### src/rtl/id_ex_stage.sv
// id_ex_stage: ID/EX pipeline register with operand forwarding, ALU-op decode and illegal-op counting
module id_ex_stage (
    input  logic        clk,
    input  logic        rst,
    input  logic        in_valid,
    output logic        in_ready,
    input  logic [31:0] in_rs_data,
    input  logic [31:0] in_rt_data,
    input  logic [4:0]  in_rs,
    input  logic [4:0]  in_rt,
    input  logic [4:0]  in_rd,
    input  logic [15:0] in_imm,
    input  logic        in_alu_src,
    input  logic [1:0]  in_aluop,
    input  logic [5:0]  in_funct,
    input  logic        in_reg_write,
    input  logic        in_reg_dst,
    input  logic        exmem_reg_write,
    input  logic [4:0]  exmem_rd,
    input  logic [31:0] exmem_result,
    input  logic        memwb_reg_write,
    input  logic [4:0]  memwb_rd,
    input  logic [31:0] memwb_result,
    input  logic        flush,
    output logic        out_valid,
    input  logic        out_ready,
    output logic [31:0] alu_data1,
    output logic [31:0] alu_data2,
    output logic [3:0]  alu_op,
    output logic [31:0] out_store_data,
    output logic [4:0]  out_wr_reg,
    output logic        out_reg_write,
    output logic        out_illegal,
    output logic [7:0]  illegal_count
);
    logic        r_valid;
    logic [31:0] r_data1;
    logic [31:0] r_data2;
    logic [3:0]  r_op;
    logic [31:0] r_store;
    logic [4:0]  r_wr;
    logic        r_rw;
    logic        r_ill;
    logic [7:0]  r_cnt;
    logic        w_accept;
    logic [31:0] w_fwd_rs;
    logic [31:0] w_fwd_rt;
    logic [31:0] w_imm_ext;
    logic [3:0]  w_funct_op;
    logic [3:0]  w_op;
    logic        w_illegal;

    // Handshake: a flush blocks acceptance; a held result must drain first
    always_comb begin
        in_ready = (!r_valid || out_ready) && !flush;
        w_accept = in_valid && in_ready;
    end

    // Forwarding: EX/MEM beats MEM/WB beats the register file; register 0 is never forwarded
    always_comb begin
        w_fwd_rs  = (exmem_reg_write && exmem_rd == in_rs && in_rs != 5'd0) ? exmem_result :
                    (memwb_reg_write && memwb_rd == in_rs && in_rs != 5'd0) ? memwb_result : in_rs_data;
        w_fwd_rt  = (exmem_reg_write && exmem_rd == in_rt && in_rt != 5'd0) ? exmem_result :
                    (memwb_reg_write && memwb_rd == in_rt && in_rt != 5'd0) ? memwb_result : in_rt_data;
        w_imm_ext = {{16{in_imm[15]}}, in_imm};
    end

    // ALU-op decode; 1111 is reserved for illegal encodings so it doubles as the illegal flag
    always_comb begin
        w_funct_op = (in_funct == 6'b100000) ? 4'b0010 :
                     (in_funct == 6'b100010) ? 4'b0110 :
                     (in_funct == 6'b100100) ? 4'b0000 :
                     (in_funct == 6'b100101) ? 4'b0001 :
                     (in_funct == 6'b101010) ? 4'b0111 :
                     (in_funct == 6'b100111) ? 4'b1100 : 4'b1111;
        w_op       = (in_aluop == 2'b00) ? 4'b0010 :
                     (in_aluop == 2'b01) ? 4'b0110 :
                     (in_aluop == 2'b10) ? w_funct_op : 4'b1111;
        w_illegal  = (w_op == 4'b1111);
    end

    // Pipeline register: reset beats flush beats accept beats drain
    always_ff @(posedge clk) begin
        if (rst) begin
            r_valid <= 1'b0;
            r_data1 <= '0;
            r_data2 <= '0;
            r_op    <= '0;
            r_store <= '0;
            r_wr    <= '0;
            r_rw    <= 1'b0;
            r_ill   <= 1'b0;
            r_cnt   <= '0;
        end else if (flush) begin
            r_valid <= 1'b0;
        end else if (w_accept) begin
            r_valid <= 1'b1;
            r_data1 <= w_fwd_rs;
            r_data2 <= in_alu_src ? w_imm_ext : w_fwd_rt;
            r_op    <= w_op;
            r_store <= w_fwd_rt;
            r_wr    <= in_reg_dst ? in_rd : in_rt;
            r_rw    <= in_reg_write && !w_illegal;
            r_ill   <= w_illegal;
            r_cnt   <= (w_illegal && r_cnt != 8'hFF) ? r_cnt + 8'd1 : r_cnt;
        end else if (out_ready) begin
            r_valid <= 1'b0;
        end
    end

    // Outputs come straight from the registers
    always_comb begin
        out_valid      = r_valid;
        alu_data1      = r_data1;
        alu_data2      = r_data2;
        alu_op         = r_op;
        out_store_data = r_store;
        out_wr_reg     = r_wr;
        out_reg_write  = r_rw;
        out_illegal    = r_ill;
        illegal_count  = r_cnt;
    end
endmodule

### config.mk
export PLATFORM = sky130hd
export DESIGN_NAME = id_ex_stage
export DESIGN_NICKNAME = d
export VERILOG_FILES = /design/src/rtl/id_ex_stage.sv
export SDC_FILE = /design/constraint.sdc
export NUM_CORES = 1
export LEC_CHECK = 0
export ABC_AREA = 0
export CAP_MARGIN = 20
export CORE_AREA = 4 4 141 116
export DETAILED_ROUTE_END_ITERATION = 16
export DIE_AREA = 0 0 145 120
export DONT_BUFFER_PORTS = 1
export RECOVER_POWER = 25
export SLEW_MARGIN = 20
export SYNTH_ARGS = -nofsm -noshare
export SYNTH_HDL_FRONTEND = slang
export SYNTH_SLANG_ARGS = --single-unit
### constraint.sdc
create_clock -name clk -period 2.5 [get_ports clk]
set_input_delay 0.5 -clock clk [delete_from_list [all_inputs] [get_ports clk]]
set_output_delay 0.5 -clock clk [all_outputs]
set_load 0.02 [all_outputs]
Word level (Yosys, flattened, before mapping)
Index checks and enable logic that the tools add are counted.

storage, ports and cells
  flip-flop bits (word level) = 116
  input bits = 187
  output and inout bits = 117

operators by class
  add/sub/neg operators = 1
  equality and inequality tests = 14
  muxes and demuxes = 17
  bitwise operators = 1
  reduce and logical (&&, ||, !) cells = 23

operator list
  operator                                                                count
  32-bit 2-to-1 mux                                                       5
  6-bit equality test (second input constant)                             6
  4-bit 2-to-1 mux                                                        8
  5-bit equality test                                                     4
  1-bit logical AND                                                       12
  5-bit nonzero test                                                      2
  8-bit by 1-bit adder with 8-bit output (second input constant)          1
  8-bit != test (second input constant)                                   1
  5-bit 2-to-1 mux                                                        1
  4-bit equality test (second input constant)                             1
  1-bit logical NOT                                                       3
  3-bit AND reduction                                                     1
  2-bit by 1-bit equality test with 1-bit output (second input constant)  1
  2-bit equality test (second input constant)                             1
  2-bit logical NOT                                                       1
  1-bit 2-to-1 mux                                                        2
  2-bit 2-to-1 mux                                                        1
  2-bit AND reduction                                                     1
  2-bit nonzero test                                                      1
  2-bit OR reduction                                                      1
  1-bit logical OR                                                        1
  1-bit NOT                                                               1

Longest topological paths before layout
Gate-level depths: netlist of run 1.

  word-level depth = 13
  gate-level depth with buffers = 7

Worst setup path after synthesis of run 1
Ideal clock, no wire load.

  path type = input to register
  from = input in_rs[1]
  to = register r_data1[10] (netlist: alu_data1[10])
  setup time = 0.119 ns
  data arrival time = 1.907 ns
  data required time = 2.381 ns
  slack = 0.474 ns
  stages = 6
  buffers on the path = 1
  cell sequence = or4_1 > nor2_2 > nor4_4 > buf_6 > mux2_4 > o221a_1

between the ends
  word-level cells in the longest chain between the ends = 5

ends and longest elaborated chain
  item                            line  text
  from (decl)                     9     input logic [4:0] in_rs,
  5-bit equality test             62    (memwb_reg_write && memwb_rd == in_rs && in_rs != 5'd0) ? memwb_result : in_rs_data;
  1-bit logical AND (2 in a row)  62
  32-bit 2-to-1 mux               62
  32-bit 2-to-1 mux (*)           61    w_fwd_rs = (exmem_reg_write && exmem_rd == in_rs && in_rs != 5'd0) ? exmem_result :
  to (signal assigned)            98    r_data1 <= w_fwd_rs;
  to (decl)                       37    logic [31:0] r_data1;

Every way passes the cells marked *; elsewhere a longest branch is shown, timed or not.
A chain may end at the register's enable or synchronous reset.

Worst setup path after layout of run 1
  from = register r_valid (netlist: out_valid)
  to = register r_cnt[5] (netlist: illegal_count[5])

between the ends
  word-level cells in the longest chain between the ends = 5

ends and longest elaborated chain
  item                           line  text
  from (decl)                    36    logic r_valid;
  from (signal assigned)         85    r_valid <= 1'b0;
  from (signal assigned)         95    r_valid <= 1'b0;
  from (signal assigned)         97    r_valid <= 1'b1;
  1-bit logical NOT              55    in_ready = (!r_valid || out_ready) && !flush;
  1-bit logical OR               55
  1-bit logical AND              55
  1-bit logical AND              56    w_accept = in_valid && in_ready;
  3-bit AND reduction (no line)  --
  to (signal assigned)           105   r_cnt <= (w_illegal && r_cnt != 8'hFF) ? r_cnt + 8'd1 : r_cnt;
  to (decl)                      44    logic [7:0] r_cnt;

No other way between the ends.

==> results of run 1 <==
how the worst max path moves through the flow:
| stage | cells past startpoint | from | end | slack, ns |
|---|---|---|---|---|
| 2_1_floorplan | 6 | in_rs[1] | alu_data1[10] | 0.47 |
| 3_3_place_gp | 6 | in_rs[1] | alu_data1[31] | 0.36 |
| 3_5_place_dp | 6 | memwb_rd[3] | alu_data2[26] | 0.29 |
| 4_1_cts | 5 | out_valid | illegal_count[4] | 0.47 |
| 5_1_grt | 5 | out_valid | illegal_count[5] | 0.33 |
| 6_report | 5 | out_valid | illegal_count[5] | 0.49 |
synth_stat cells (2+ instances only):
library cell and count:
inv_1 8, mux2_4 30, clkbuf_1 54, a211oi_1 40
a21oi_1 58, mux2i_1 6, nor2_1 108, nor4_4 3
o221a_1 32, buf_2 8, a21boi_1 4, buf_6 3
o21ai_1 2, nor4b_1 2, o311ai_1 64, nand3b_1 33
xnor2_1 7, nor2b_1 2, dfxtp_1 116, buf_4 4
o31ai_1 4, nand3_1 5, nand4_1 2, mux2_1 2
xor2_1 14, a211oi_2 2, nand2b_1 5, nor3_1 7
or4_1 6, and3_1 37, nand2_1 36, buf_1 5
a21boi_0 28
metal layers:
layer / global-route usage / up-vias / part of all wire
li1: - / 2763 / -
met1: 0.315 / 2908 / 0.39
met2: 0.420 / 344 / 0.47
met3: 0.103 / 43 / 0.11
met4: 0.0920 / 0 / 0.024
met5: 0 / - / 0
worst max-delay path, delay by kind of cell (launching register included):
family | cells | cell delay [ns]
flip-flops | 1 | 0.38
AND/OR/NAND/NOR | 3 | 0.84
AO/OA/AOI/OAI | 2 | 0.71
through the flow:
stage          power, mW  std cells
3_3_place_gp        2.78        883
6_report            5.29        914
2_1_floorplan       2.66        749
5_1_grt             5.47        914
4_1_cts             5.32        914
3_5_place_dp        2.80        883
power by group through the flow:
stage,sequential (mW),clock (mW),combinational [mW]
floorplan,2.19,0,0.469
global placement,2.23,0,0.550
detailed placement,2.23,0,0.570
CTS,2.19,2.56,0.571
global route,2.20,2.65,0.629
finish,2.19,2.53,0.569
cells by family after synthesis:
| group | share of synthesized area |
|---|---|
| and+or+nand+nor | 0.198 |
| AOI/OAI and AO/OA | 0.283 |
| DFF | 0.353 |
| buffers and inverters | 0.0546 |
| muxes | 0.0811 |
| xor gates and xnor gates | 0.0280 |
| adders and majority gates | 0.00190 |
cell type report:
| type | count | area [µm²] | area share |
|---|---|---|---|
| timing repair buffer | 19 | 205 | 0.0280 |
| inverter | 9 | 33.8 | 0.00461 |
| multi-input combinational | 550 | 3920 | 0.535 |
| sequential | 116 | 2320 | 0.317 |
| clock inverter | 9 | 126 | 0.0172 |
| clock buffer | 22 | 484 | 0.0661 |
| tap | 189 | 236 | 0.0323 |
==> impl_metrics.csv, run 1 <==
group,metric,value,unit
power_and_ir_drop,pwr-share-seq,0.414,
synth,synth_warnings,0,
final_layout,area.growth.synth_to_final,11.5,%
sta,min_period,2.01,ns
critical_path,start_kind,"flip-flop",
critical_path,path_cells,"nand2b_1 > nand3_2 > a2111o_1 > or4_1 > a21oi_1",
final_layout,final_cell_mix,"dfxtp_1 (116), nor2_1 (108), o311ai_1 (64)",
min_path,min_path_cells,1,
power_and_ir_drop,p_clk_frac,0.478,
final_layout,drive_gt1_frac,0.126,
synth,avgSynthCellArea,8.78,µm²
final_layout,finish.utilization,0.493,
critical_path,critPathCaptureType,"flip-flop",
floorplanning,dieArea,17400,µm²
floorplanning,core,14900,µm²
sta,rsz0062_at_grt,"no",
synth,synth_edf_count,0,
detailed_routing,vias_per_cell,6.63,
sta,hold_ws,0.165,ns
critical_path,rr_endpoint,"illegal_count[5]",
floorplanning,num_io_pins,304,
floorplanning,initial_core_util,0.442,
sta,max_freq,496,MHz
clocking,cts_setup_buffers,0,
place,place_area,6720,µm²
critical_path,path_class,"reg -> reg",
synth,yosys.area.top_type,"dfxtp_1",
power_and_ir_drop,p_leak,2.60,nW
synth,synth_area,6570,µm²
power_and_ir_drop,ir_worst_vdd,0.000432,V
final_layout,n_fill_cell,1382,
synth,synthesis.nets,937,
detailed_routing,drtAntennaViolNets,0,
clocking,ctsLongestPathBuffers,2,
final_layout,insertedDiodeCount,0,
min_path,holdPathEnd,"out_valid",
sta,finalSetupViolCount,0,
clocking,clock-sinks,116,
power_and_ir_drop,powerDensity,722,nW/µm²
power_and_ir_drop,power.switching,1.41,mW
sta,setup_slack,0.486,ns
critical_path,cp_data_required_time,2.84,ns
job,maxCapViolations,0,
synth,async_flop_share,0,
global_route,track_usage,0.260,
place,dp_hpwl,16.2,mm
place,place_congestion,0.855,
critical_path,regToRegSetupSlack,0.49,ns
detailed_routing,finalWirelength,23.5,mm
clocking,cts_max_level,4,
place,dp_slack,0.292,ns
power_and_ir_drop,switching_share,0.267,
power_and_ir_drop,combPwrFrac,0.108,
sta,drv_slew,0,
critical_path,r2r_cells,5,
clocking,clk_pin_slew,0.06,ns
critical_path,max_stage_delay,0.55,ns
clocking,insertion_delay,0.41,ns
critical_path,critical_path.slowest_cell,"a2111o_1",
sta,min_period_over_period,0.806,
final_layout,postLayoutCellArea,7330,µm²
global_route,grt_max_degree,118,
floorplanning,die_y,120,µm
sta,slew_headroom,0.385,
sta,finClkSkew,0.00842,ns
synth,ys_types,45,
power_and_ir_drop,p_int,3.88,mW
detailed_routing,dr.pass1.iters,5,
detailed_routing,drt_iter0_markers,468,
min_path,hold_start,"flush",
final_layout,finalNetCount,901,
clocking,clock-root-buffer,"clkbuf_16",
detailed_routing,wl_per_cell,25.7,µm
floorplanning,rows,40,
critical_path,r2r_start,"out_valid",
status,status,"complete, no violations",
synth,synth-seq-cells,116,
global_route,grt_remaining_overflow,0,
clocking,post_cts_resized,0,
global_route,first_global_vias,5971,
global_route,grt_pass1_wl,35.9,mm
detailed_routing,drc,0,
detailed_routing,vias,6058,
clocking,hold_buffers,0,
sta,finalSetupTns,0,ns
floorplanning,dieWidth,145,µm
final_layout,final_common_cell,"dfxtp_1",
clocking,cts_made_buffers,17,
sta,worstMarginPinSlew,0.923,ns
critical_path,arrival,2.35,ns
sta,hold_violations,0,
synth,synth_top_area_share,0.353,
clocking,cts_tree,"built",
synth,yosysSeqAreaShare,0.353,
synth,syn_inst,749,
place,numPortBuffers,0,
synth,synthTopCellsByArea,"dfxtp_1 (35%), o311ai_1 (8.5%), mux2_4 (6.9%), nor2_1 (6.2%), o221a_1 (5.5%)",
global_route,antenna_found_initial,1,
min_path,hp-class,"in -> reg",
synth,ys.flop_type,"dfxtp_1",
critical_path,path_max_fanout,15,
Power figures use the tool's default switching activity.
==> run 2: changes to the inputs <==
clock period = 1.8 ns   (was 2.5 ns; I/O delays follow)
==> run 2 against run 1 <==
Compared with the run above:
- clock power is 34% higher
- final area increased by 5.0%
- worst hold slack lost 0.14 ns
- worst setup slack got worse by 0.38 ns
- fmax is 19% higher
- sequential share of layout area fell by 1.5 points
- die area did not move
- final cell count grew 3.8%
- utilization up 2.4 points
- clock skew grew 0.0021 ns
- wire length is 3.9% higher
- critical path type unchanged
==> impl_metrics.csv, run 2 (synthesized netlist as in run 1, its figures left out) <==
group,metric,value,unit
place,place_congestion,0.903,
sta,slew_headroom,0.555,
sta,finClkSkew,0.0105,ns
critical_path,r2r_cells,5,
power_and_ir_drop,ir_worst_vdd,0.000614,V
power_and_ir_drop,powerDensity,947,nW/µm²
critical_path,path_common_cell,"and3_1",
floorplanning,core,14900,µm²
sta,rsz0062_at_grt,"no",
critical_path,cp_data_required_time,2.15,ns
critical_path,arrival,2.05,ns
job,maxCapViolations,0,
clocking,insertion_delay,0.42,ns
min_path,holdPathEnd,"out_store_data[1]",
final_layout,n_fill_cell,1387,
clocking,cts_tree,"built",
clocking,clk_pin_slew,0.06,ns
detailed_routing,drt_iter0_markers,475,
detailed_routing,vias,6320,
detailed_routing,drtAntennaViolNets,0,
place,place_area,7070,µm²
min_path,min_path_cells,1,
critical_path,path_cells,"and3_1 > and3_1 > and3_4 > or4_1 > a21oi_1",
final_layout,postLayoutCellArea,7690,µm²
detailed_routing,vias_per_cell,6.66,
final_layout,finalNetCount,933,
global_route,track_usage,0.265,
floorplanning,dieArea,17400,µm²
critical_path,path_class,"reg -> reg",
sta,min_period,1.70,ns
final_layout,finish.utilization,0.517,
final_layout,area.growth.synth_to_final,17.0,%
global_route,grt_pass1_wl,36.5,mm
critical_path,max_stage_delay,0.49,ns
min_path,hold_start,"rst",
critical_path,critPathCaptureType,"flip-flop",
sta,min_period_over_period,0.943,
status,status,"complete, no violations",
floorplanning,die_y,120,µm
detailed_routing,wl_per_cell,25.8,µm
sta,hold_violations,0,
detailed_routing,dr.pass1.iters,4,
power_and_ir_drop,p_leak,2.77,nW
clocking,ctsLongestPathBuffers,2,
global_route,grt_max_degree,118,
global_route,grt_remaining_overflow,0,
critical_path,start_kind,"flip-flop",
sta,drv_slew,0,
detailed_routing,drc,0,
sta,worstMarginPinSlew,0.659,ns
detailed_routing,finalWirelength,24.4,mm
global_route,first_global_vias,6422,
clocking,cts_made_buffers,17,
critical_path,rr_endpoint,"illegal_count[4]",
floorplanning,num_io_pins,304,
sta,finalSetupViolCount,0,
place,numPortBuffers,0,
critical_path,critical_path.slowest_cell,"or4_1",
critical_path,regToRegSetupSlack,0.10,ns
critical_path,r2r_start,"illegal_count[4]",
sta,max_freq,589,MHz
final_layout,drive_gt1_frac,0.164,
clocking,clock-root-buffer,"clkbuf_16",
min_path,hp-class,"in -> reg",
clocking,cts_max_level,4,
floorplanning,rows,40,
final_layout,final_cell_mix,"dfxtp_1 (116), nor2_1 (108), o311ai_1 (64)",
sta,hold_ws,0.0220,ns
final_layout,final_common_cell,"dfxtp_1",
global_route,antenna_found_initial,2,
place,dp_hpwl,16.9,mm
floorplanning,initial_core_util,0.442,
critical_path,path_max_fanout,10,
floorplanning,dieWidth,145,µm
clocking,clock-sinks,116,
run 2: cell types whose count changed in the layout (fill, tap and decap cells not counted), sizes merged:
cell / delta
clkinvlp: +2
dlygate4sd3: +1
a2111o: +1
clkinv: -1
buf: +30
bufinv: -1
clkbuf: +1
diode: +2
run 2: where the power goes:
| part | internal, mW | switching (mW) | leakage, nW |
|---|---|---|---|
| registers | 2.73 | 0.308 | 0.953 |
| clock network | 2.14 | 1.24 | 0.279 |
| logic | 0.402 | 0.474 | 1.54 |
| total | 5.26 | 2.02 | 2.77 |
run 2: metrics by stage:
stage          setup TNS [ns]  power, mW  std cells  setup WS [ns]
6_report                    0       7.29        949          0.102
5_1_grt                     0       7.53        948         0.0178
4_1_cts                     0       7.31        945         0.0211
3_5_place_dp           -14.95       3.95        912         -0.280
3_3_place_gp           -11.47       3.92        912         -0.245
2_1_floorplan           -1.93       3.69        749        -0.0643
run 2: worst max path at each step:
stage                     slack, ns             start               end
final                          0.10  illegal_count[4]  illegal_count[4]
after floorplan               -0.06          in_rs[1]     alu_data1[10]
after global placement        -0.25          in_rt[1]     alu_data2[21]
after global routing           0.02         out_valid  illegal_count[5]
after CTS                      0.02  illegal_count[0]  illegal_count[4]
after detailed placement      -0.28          in_rt[1]     alu_data2[21]
run 2: layer usage:
metal	GRT usage	share of wire	vias up
met3	0.106	0.12	46
met4	0.116	0.027	2
met1	0.311	0.39	3054
met2	0.430	0.46	389
met5	0	0.00053	-
li1	-	-	2829
run 2: timing repair:
item,in CTS,in global routing
endpoints found under the hold margin,1,0
hold buffers,1,0
buffers inserted,0,1
endpoints found under the setup margin,2,5
resized for setup,0,4
gates cloned,0,1
pin swaps,1,0
run 2: critical path: cells and delay by family, from the launching register on:
| kind | cells | cell delay, ns |
|---|---|---|
| simple gates | 4 | 1.16 |
| flops | 1 | 0.32 |
| compound gates | 1 | 0.16 |
run 2: layout make-up:
class                   count  area, µm²  share of cell area
clock buffers              23        478              0.0621
clock inverters             9        103              0.0133
well taps                 189        236              0.0307
flip-flops and latches    116       2320               0.302
diodes                      2       5.00            0.000651
repair buffers             50        553              0.0719
inverters                   9       33.8             0.00439
multi-input cells         551       3960               0.515
